<file path="src/rtl/button_conditioner.sv">
// Front-panel button receiver: synchroniser, tick-paced debouncer, press detector and auto-repeat.
// Auto-repeat step events are built only when BUTTON_AUTOREPEAT_EN is defined.
`timescale 1ns/1ps
module button_conditioner #(
  parameter int                   N_BUTTONS      = 6,
  parameter int                   DEBOUNCE_COUNT = 4,
  parameter int                   REPEAT_DELAY   = 4096,
  parameter int                   REPEAT_PERIOD  = 1024,
  parameter logic [N_BUTTONS-1:0] REPEAT_MASK    = 6'b011110
) (
  input  logic                 clk_2M5,
  input  logic                 rst,
  input  logic                 tick,
  input  logic [N_BUTTONS-1:0] buttons_n,
  output logic [N_BUTTONS-1:0] btn_level,
  output logic [N_BUTTONS-1:0] btn_press,
  output logic [N_BUTTONS-1:0] btn_step
);

  localparam logic [3:0] DB_TARGET = 4'(DEBOUNCE_COUNT);

  logic [N_BUTTONS-1:0] r_sync1;
  logic [N_BUTTONS-1:0] r_sync2;
  logic                 r_tickQ;
  logic [N_BUTTONS-1:0] r_level;
  logic [N_BUTTONS-1:0] r_press;
  logic [N_BUTTONS-1:0] w_rawPressed;
  logic [N_BUTTONS-1:0] w_toggle;
  logic                 w_tickRise;

  // Synchroniser and tick edge register come out of reset as "released" / "tick high"
  // so a reset never manufactures a press or a spurious tick edge.
  always_ff @(posedge clk_2M5) begin
    if (rst) begin
      r_sync1 <= '1;
      r_sync2 <= '1;
      r_tickQ <= 1'b1;
    end else begin
      r_sync1 <= buttons_n;
      r_sync2 <= r_sync1;
      r_tickQ <= tick;
    end
  end

  assign w_rawPressed = ~r_sync2;
  assign w_tickRise   = tick & ~r_tickQ;

  for (genvar gi = 0; gi < N_BUTTONS; gi++) begin : g_debounce
    logic [3:0] r_dbCnt;
    logic [3:0] w_dbNext;

    assign w_dbNext     = r_dbCnt + 4'd1;
    assign w_toggle[gi] = w_tickRise && (w_rawPressed[gi] != r_level[gi]) && (w_dbNext == DB_TARGET);

    always_ff @(posedge clk_2M5) begin
      if (rst) begin
        r_dbCnt <= '0;
      end else if (w_tickRise) begin
        if ((w_rawPressed[gi] == r_level[gi]) || w_toggle[gi]) begin
          r_dbCnt <= '0;
        end else begin
          r_dbCnt <= w_dbNext;
        end
      end
    end
  end

  // Press pulse is registered alongside the level so both rise on the same edge.
  always_ff @(posedge clk_2M5) begin
    if (rst) begin
      r_level <= '0;
      r_press <= '0;
    end else begin
      r_level <= r_level ^ w_toggle;
      r_press <= w_toggle & ~r_level;
    end
  end

  assign btn_level = r_level;
  assign btn_press = r_press;

`ifdef BUTTON_AUTOREPEAT_EN
  localparam logic [15:0] DELAY_LOAD  = 16'(REPEAT_DELAY);
  localparam logic [15:0] PERIOD_LOAD = 16'(REPEAT_PERIOD);

  logic [N_BUTTONS-1:0] w_rptPulse;

  for (genvar gi = 0; gi < N_BUTTONS; gi++) begin : g_repeat
    if (REPEAT_MASK[gi]) begin : g_on
      logic [15:0] r_rptCnt;
      logic        r_rptPulse;

      // Counter is armed on press, cleared on release, and never decremented at zero.
      always_ff @(posedge clk_2M5) begin
        if (rst) begin
          r_rptCnt   <= '0;
          r_rptPulse <= 1'b0;
        end else begin
          r_rptPulse <= 1'b0;
          if (w_toggle[gi] && !r_level[gi]) begin
            r_rptCnt <= DELAY_LOAD;
          end else if (w_toggle[gi] && r_level[gi]) begin
            r_rptCnt <= '0;
          end else if (w_tickRise && r_level[gi] && (r_rptCnt != 16'd0)) begin
            if (r_rptCnt == 16'd1) begin
              r_rptPulse <= 1'b1;
              r_rptCnt   <= PERIOD_LOAD;
            end else begin
              r_rptCnt <= r_rptCnt - 16'd1;
            end
          end
        end
      end

      assign w_rptPulse[gi] = r_rptPulse;
    end else begin : g_off
      assign w_rptPulse[gi] = 1'b0;
    end
  end

  assign btn_step = r_press | w_rptPulse;
`else
  assign btn_step = r_press;
`endif

endmodule

</file>
<file path="config.mk">
export PLATFORM = sky130hd
export DESIGN_NAME = button_conditioner
export DESIGN_NICKNAME = d
export VERILOG_FILES = /design/src/rtl/button_conditioner.sv
export SDC_FILE = /design/constraint.sdc
export NUM_CORES = 1
export LEC_CHECK = 0
export BUFFER_PORTS_ARGS = -buffer_cell sky130_fd_sc_hd__buf_4
export CAP_MARGIN = 5
export CORE_ASPECT_RATIO = 1.2
export CORE_MARGIN = 4
export CORE_UTILIZATION = 50
export CTS_CLUSTER_SIZE = 28
export DETAILED_ROUTE_END_ITERATION = 10
export PLACE_DENSITY = 0.74
export REMOVE_ABC_BUFFERS = 1
export SLEW_MARGIN = 20
export SYNTH_ARGS = -nofsm -noshare
export SYNTH_HDL_FRONTEND = slang
export SYNTH_SLANG_ARGS = --single-unit
export TNS_END_PERCENT = 1
</file>
<file path="constraint.sdc">
create_clock -name clk_2M5 -period 3.4 [get_ports clk_2M5]
set_input_delay 0.68 -clock clk_2M5 [delete_from_list [all_inputs] [get_ports clk_2M5]]
set_output_delay 0.68 -clock clk_2M5 [all_outputs]
set_load 0.05 [all_outputs]
</file>
# Word level (Yosys, flattened, before mapping)
# Cells that the tools add are included.
word_totals:
  ff_bits: 49
  inputBits: 9
  elab_cells: 65
op_classes:
  add_sub_neg: 6
  eq_ne: 18
  mux: 6
  bitwise_logic: 6
  reduce_logical: 18
op_table:
  columns: ["op", "n"]
  rows:
  - ["$add A4 B1 Y4 const B", 6]
  - ["$eq A4 B3 Y1 const B", 6]
  - ["$mux W4", 6]
  - ["$logic_and A1 B1 Y1", 12]
  - ["$not A6 Y6", 2]
  - ["$and A6 B6 Y6", 1]
  - ["$eq A1 B1 Y1", 6]
  - ["$logic_or A1 B1 Y1", 6]
  - ["$ne A1 B1 Y1", 6]
  - ["$xor A6 B6 Y6", 1]
  - ["$and A1 B1 Y1", 1]
  - ["$not A1 Y1", 1]

# Longest topological paths before layout
depth:
  depth_word: 6
  depth_mapped: 6
  mapped_depth_nobuf: 6

# Least setup slack after synthesis
# OpenSTA, ideal clock, no wires.
synth_path:
  path_kind: "in2reg"
  startpoint: "input tick"
  endpoint: "register r_level[0], in the netlist btn_level[0]"
  t_arrival_ns: 1.547
  path_slack_ns: 1.787
  path_stages: 6
  path_cell_list: "and2b_1 > buf_6 > nand4_2 > nor2_1 > ha_1 > nor2_1"
synth_via:
  elab_chain_cells: 4
synth_lines:
  columns: ["element", "line_no", "text"]
  rows:
  - ["start, declared", "13", "input logic tick,"]
  - ["$and A1 B1 Y1", "46", "assign w_tickRise = tick & ~r_tickQ;"]
  - ["$logic_and A1 B1 Y1 (2 in series)", "53", "assign w_toggle[gi] = w_tickRise && (w_rawPressed[gi] != r_level[gi]) && (w_dbNext == DB_TARGET);"]
  - ["$xor A6 B6 Y6", "74", "r_level <= r_level ^ w_toggle;"]
  - ["end signal, assigned", "74", null]
  - ["end, declared", "25", "logic [N_BUTTONS-1:0] r_level;"]
# No other way between the ends.
# A chain may end at the register's enable or synchronous reset.

# Worst setup path in the final report
layout_path:
  startpoint: "input tick"
  endpoint: "register g_debounce[1].r_dbCnt[1]"
layout_via:
  elab_chain_cells: 5
layout_lines:
  columns: ["element", "line_no", "text"]
  rows:
  - ["$and A1 B1 Y1 (*)", "46", null]
  - ["$logic_and A1 B1 Y1 (2 in series)", "53", null]
  - ["$logic_or A1 B1 Y1", "59", "if ((w_rawPressed[gi] == r_level[gi]) || w_toggle[gi]) begin"]
  - ["$mux W4", "59", null]
  - ["end signal, assigned", "62", "r_dbCnt <= w_dbNext;"]
  - ["end, declared", "49", "logic [3:0] r_dbCnt;"]
# Every way passes the cells marked *; elsewhere a longest branch is shown, timed or not.

==> reports/results.ini <==
[logic_synthesis]
dominantRegCellSynth=dfxtp_1
netlist.area_leader.share_pct=44.4
avgSynthCellArea_sq_um=9.78
yosys_warnings=0
ys_seq_area_share_pct=44.4
ys_types=25
synth-async-reset-ratio_pct=0
ys_ff_latch=49
yosysMostFrequentCell=dfxtp_1
synth.cell_area_sq_um=2210
synth_edf_count=0
synth_cells=226
synth_common_cells=dfxtp_1, nor2_1, a32o_1, ha_1, xor2_1
synthTopCellsByArea=dfxtp_1, ha_1, a32o_1, xor2_1, nor2_1
yosysTopAreaCell=dfxtp_1

[critical_path]
crit_fanout=14
cp-end-kind=register
cp.required_ns=3.64
r2r_setup_slack_ns=1.70
crit_path_end=g_debounce[1].r_dbCnt[1]$_SDFFE_PP0P_
crit_arrival_ns=2.09
reg2reg_from=r_tickQ$_SDFF_PP1_
cp-start-kind=primary input
critPathKind=in2reg
reg2reg_to=g_debounce[1].r_dbCnt[1]$_SDFFE_PP0P_
cp-startpoint=tick
r2r_cells=3

[power]
pwr-share-seq_pct=58.9
clockPowerShare_pct=37.3
swShare_pct=21.5
comb_power_share_pct=3.9
ir_drop_mv=0.249
power_density_nw_per_um2=400
p_int_uw=779
p_total_uw=993
p_leak_uw=0.00102
p_switching_uw=213

[cts]
cts_setup_buffers=0
htree_levels=2
cts_buffers=5
root_buffer=clkbuf_8
clkLatencyLatePin_ns=0.30
path_clk_slew_ns=0.08
clkSinkCount=49
cts_resized=0
postCtsHoldBufs=0
clk_path_buf_depth=2
cts_tree=done

[sta]
setup_viol=0
rsz0062_at_grt=no
finalHoldViolCount=0
tightestPinTransition_ns=0.871
skew_ns=0.00578
finalCriticalPeriod_ns=1.85
finalMaxSlewViolations=0
slew-limit-headroom_pct=42.0
setup_tns_ns=0
final.period_utilization_pct=54.3
fin_ws_ns=1.55
max_freq_mhz=542

[cells_and_area]
areaGrowthSynthToFinish_pct=12.4
fin_area_sq_um=2480
n_antenna_cell=0
drive_gt1_share_pct=22.0
fin_nets=271

[flow_run]
cap_violations=0

[detailed_routing]
first_pass_iters=4
drc_errors=0
wirelength_microns=3600
wl_per_cell_microns=12.0
postRouteAntennaNets=0
post_drt_via_cell_ratio=5.25
vias=1580
first_iter_violations=52

[global_routing]
grt_usage_pct=14.7
grt_pass1_vias=1510
grt_remaining_overflow=0
grt_start_max_net_pins=46
grt_pass1_wl_microns=6210
antenna_found_initial=0

[die]
initial_core_util_pct=51.9
die_x_microns=68.7
rows=26
dieArea_sq_um=5550
io_pins=27
die_h_microns=80.8
core_area_sq_um=4260

[placement]
port_buffers=26
place.gp.congestion=0.712
placed_area_sq_um=2380
post-place-ws_ns=1.26
dpl.hpwl_microns=2510

[min_path]
min_path_type=reg2reg

[outcome]
status=finished, final reports clean

==> sequential cells by signal, indices dropped and copies added, names as in the netlist <==
| signal | count |
|---|---|
| r_sync1 | 6 |
| g_debounce.r_dbCnt | 24 |
| r_tickQ | 1 |
| btn_press | 6 |
| btn_level | 6 |
| r_sync2 | 6 |
==> worst min path at each step <==
stage | start | endpoint | slack (ns) | depth (start not counted)
2_1_floorplan | r_sync1[0]$_SDFF_PP1_ | r_sync2[0]$_SDFF_PP1_ | 0.39 | 1
5_1_grt | r_sync1[5]$_SDFF_PP1_ | r_sync2[5]$_SDFF_PP1_ | 0.42 | 1
3_3_place_gp | r_sync1[5]$_SDFF_PP1_ | r_sync2[5]$_SDFF_PP1_ | 0.39 | 1
4_1_cts | r_sync1[3]$_SDFF_PP1_ | r_sync2[3]$_SDFF_PP1_ | 0.42 | 1
3_5_place_dp | r_sync1[3]$_SDFF_PP1_ | r_sync2[3]$_SDFF_PP1_ | 0.39 | 1
6_report | r_sync1[3]$_SDFF_PP1_ | r_sync2[3]$_SDFF_PP1_ | 0.41 | 1
==> placed cells by master, fill, tap and decap left out, types with 5 or more instances in the layout <==
| cell type | Yosys | layout |
|---|---|---|
| nor2b_1 | 6 | 6 |
| nor4_1 | 6 | 6 |
| a32o_1 | 18 | 18 |
| clkbuf_8 | 0 | 7 |
| nand2_1 | 7 | 7 |
| a21oi_1 | 5 | 5 |
| or2_2 | 13 | 13 |
| nor2_1 | 25 | 25 |
| o21ai_0 | 6 | 6 |
| ha_1 | 18 | 18 |
| xor2_1 | 18 | 18 |
| nand4_2 | 5 | 5 |
| or3_1 | 6 | 6 |
| nand3_1 | 11 | 11 |
| buf_4 | 6 | 26 |
| dfxtp_1 | 49 | 49 |
| inv_1 | 13 | 13 |
==> routing by layer <==
layer,vias up,track usage (%),share of wire [%]
li1,816,-,-
met1,746,16.1,42
met2,12,25.8,53
met3,6,3.73,2.7
met4,0,7.02,2.1
met5,-,0,0
==> power by group through the flow <==
stage,registers (uW),clock network (uW),logic (uW)
finish,584,370,38.4
global route,586,404,43.6
CTS,585,383,39.1
detailed placement,598,0,39.1
global placement,598,0,38.4
floorplan,597,0,19.2
==> final cells by class <==
type / count / area (sq um)
Timing Repair Buffer: 26 / 195
Tap cell: 56 / 70.1
Fill cell: 386 / 1780
Clock inverter: 1 / 5.00
Clock buffer: 7 / 96.3
Multi-Input combinational cell: 149 / 1090
Inverter: 13 / 48.8
Sequential cell: 49 / 981
==> worst max-delay path, cell delays in order <==
cell and delay [ns]:
buf_4 0.11, and2b_1 0.35, nor2_1 0.73, a32o_1 0.22
==> logic make-up after synthesis <==
group	after synthesis	share of synthesized area, %
xor gates and xnor gates	18	7.13
AOI/OAI and AO/OA	30	11.0
DFF	49	44.4
and+or+nand+nor	83	20.9
adders and majority gates	18	10.2
buffers and inverters	28	6.39
==> stage by stage <==
| stage | utilization (%) | std cells | hold WS, ns |
|---|---|---|---|
| CTS | 58.3 | 301 | 0.415 |
| global placement | 55.9 | 293 | 0.392 |
| global route | 58.3 | 301 | 0.424 |
| floorplan | - | 211 | 0.389 |
| detailed placement | 55.9 | 293 | 0.395 |
| finish | 58.3 | 301 | 0.413 |
Note: power is estimated with default switching activity, not from simulation.
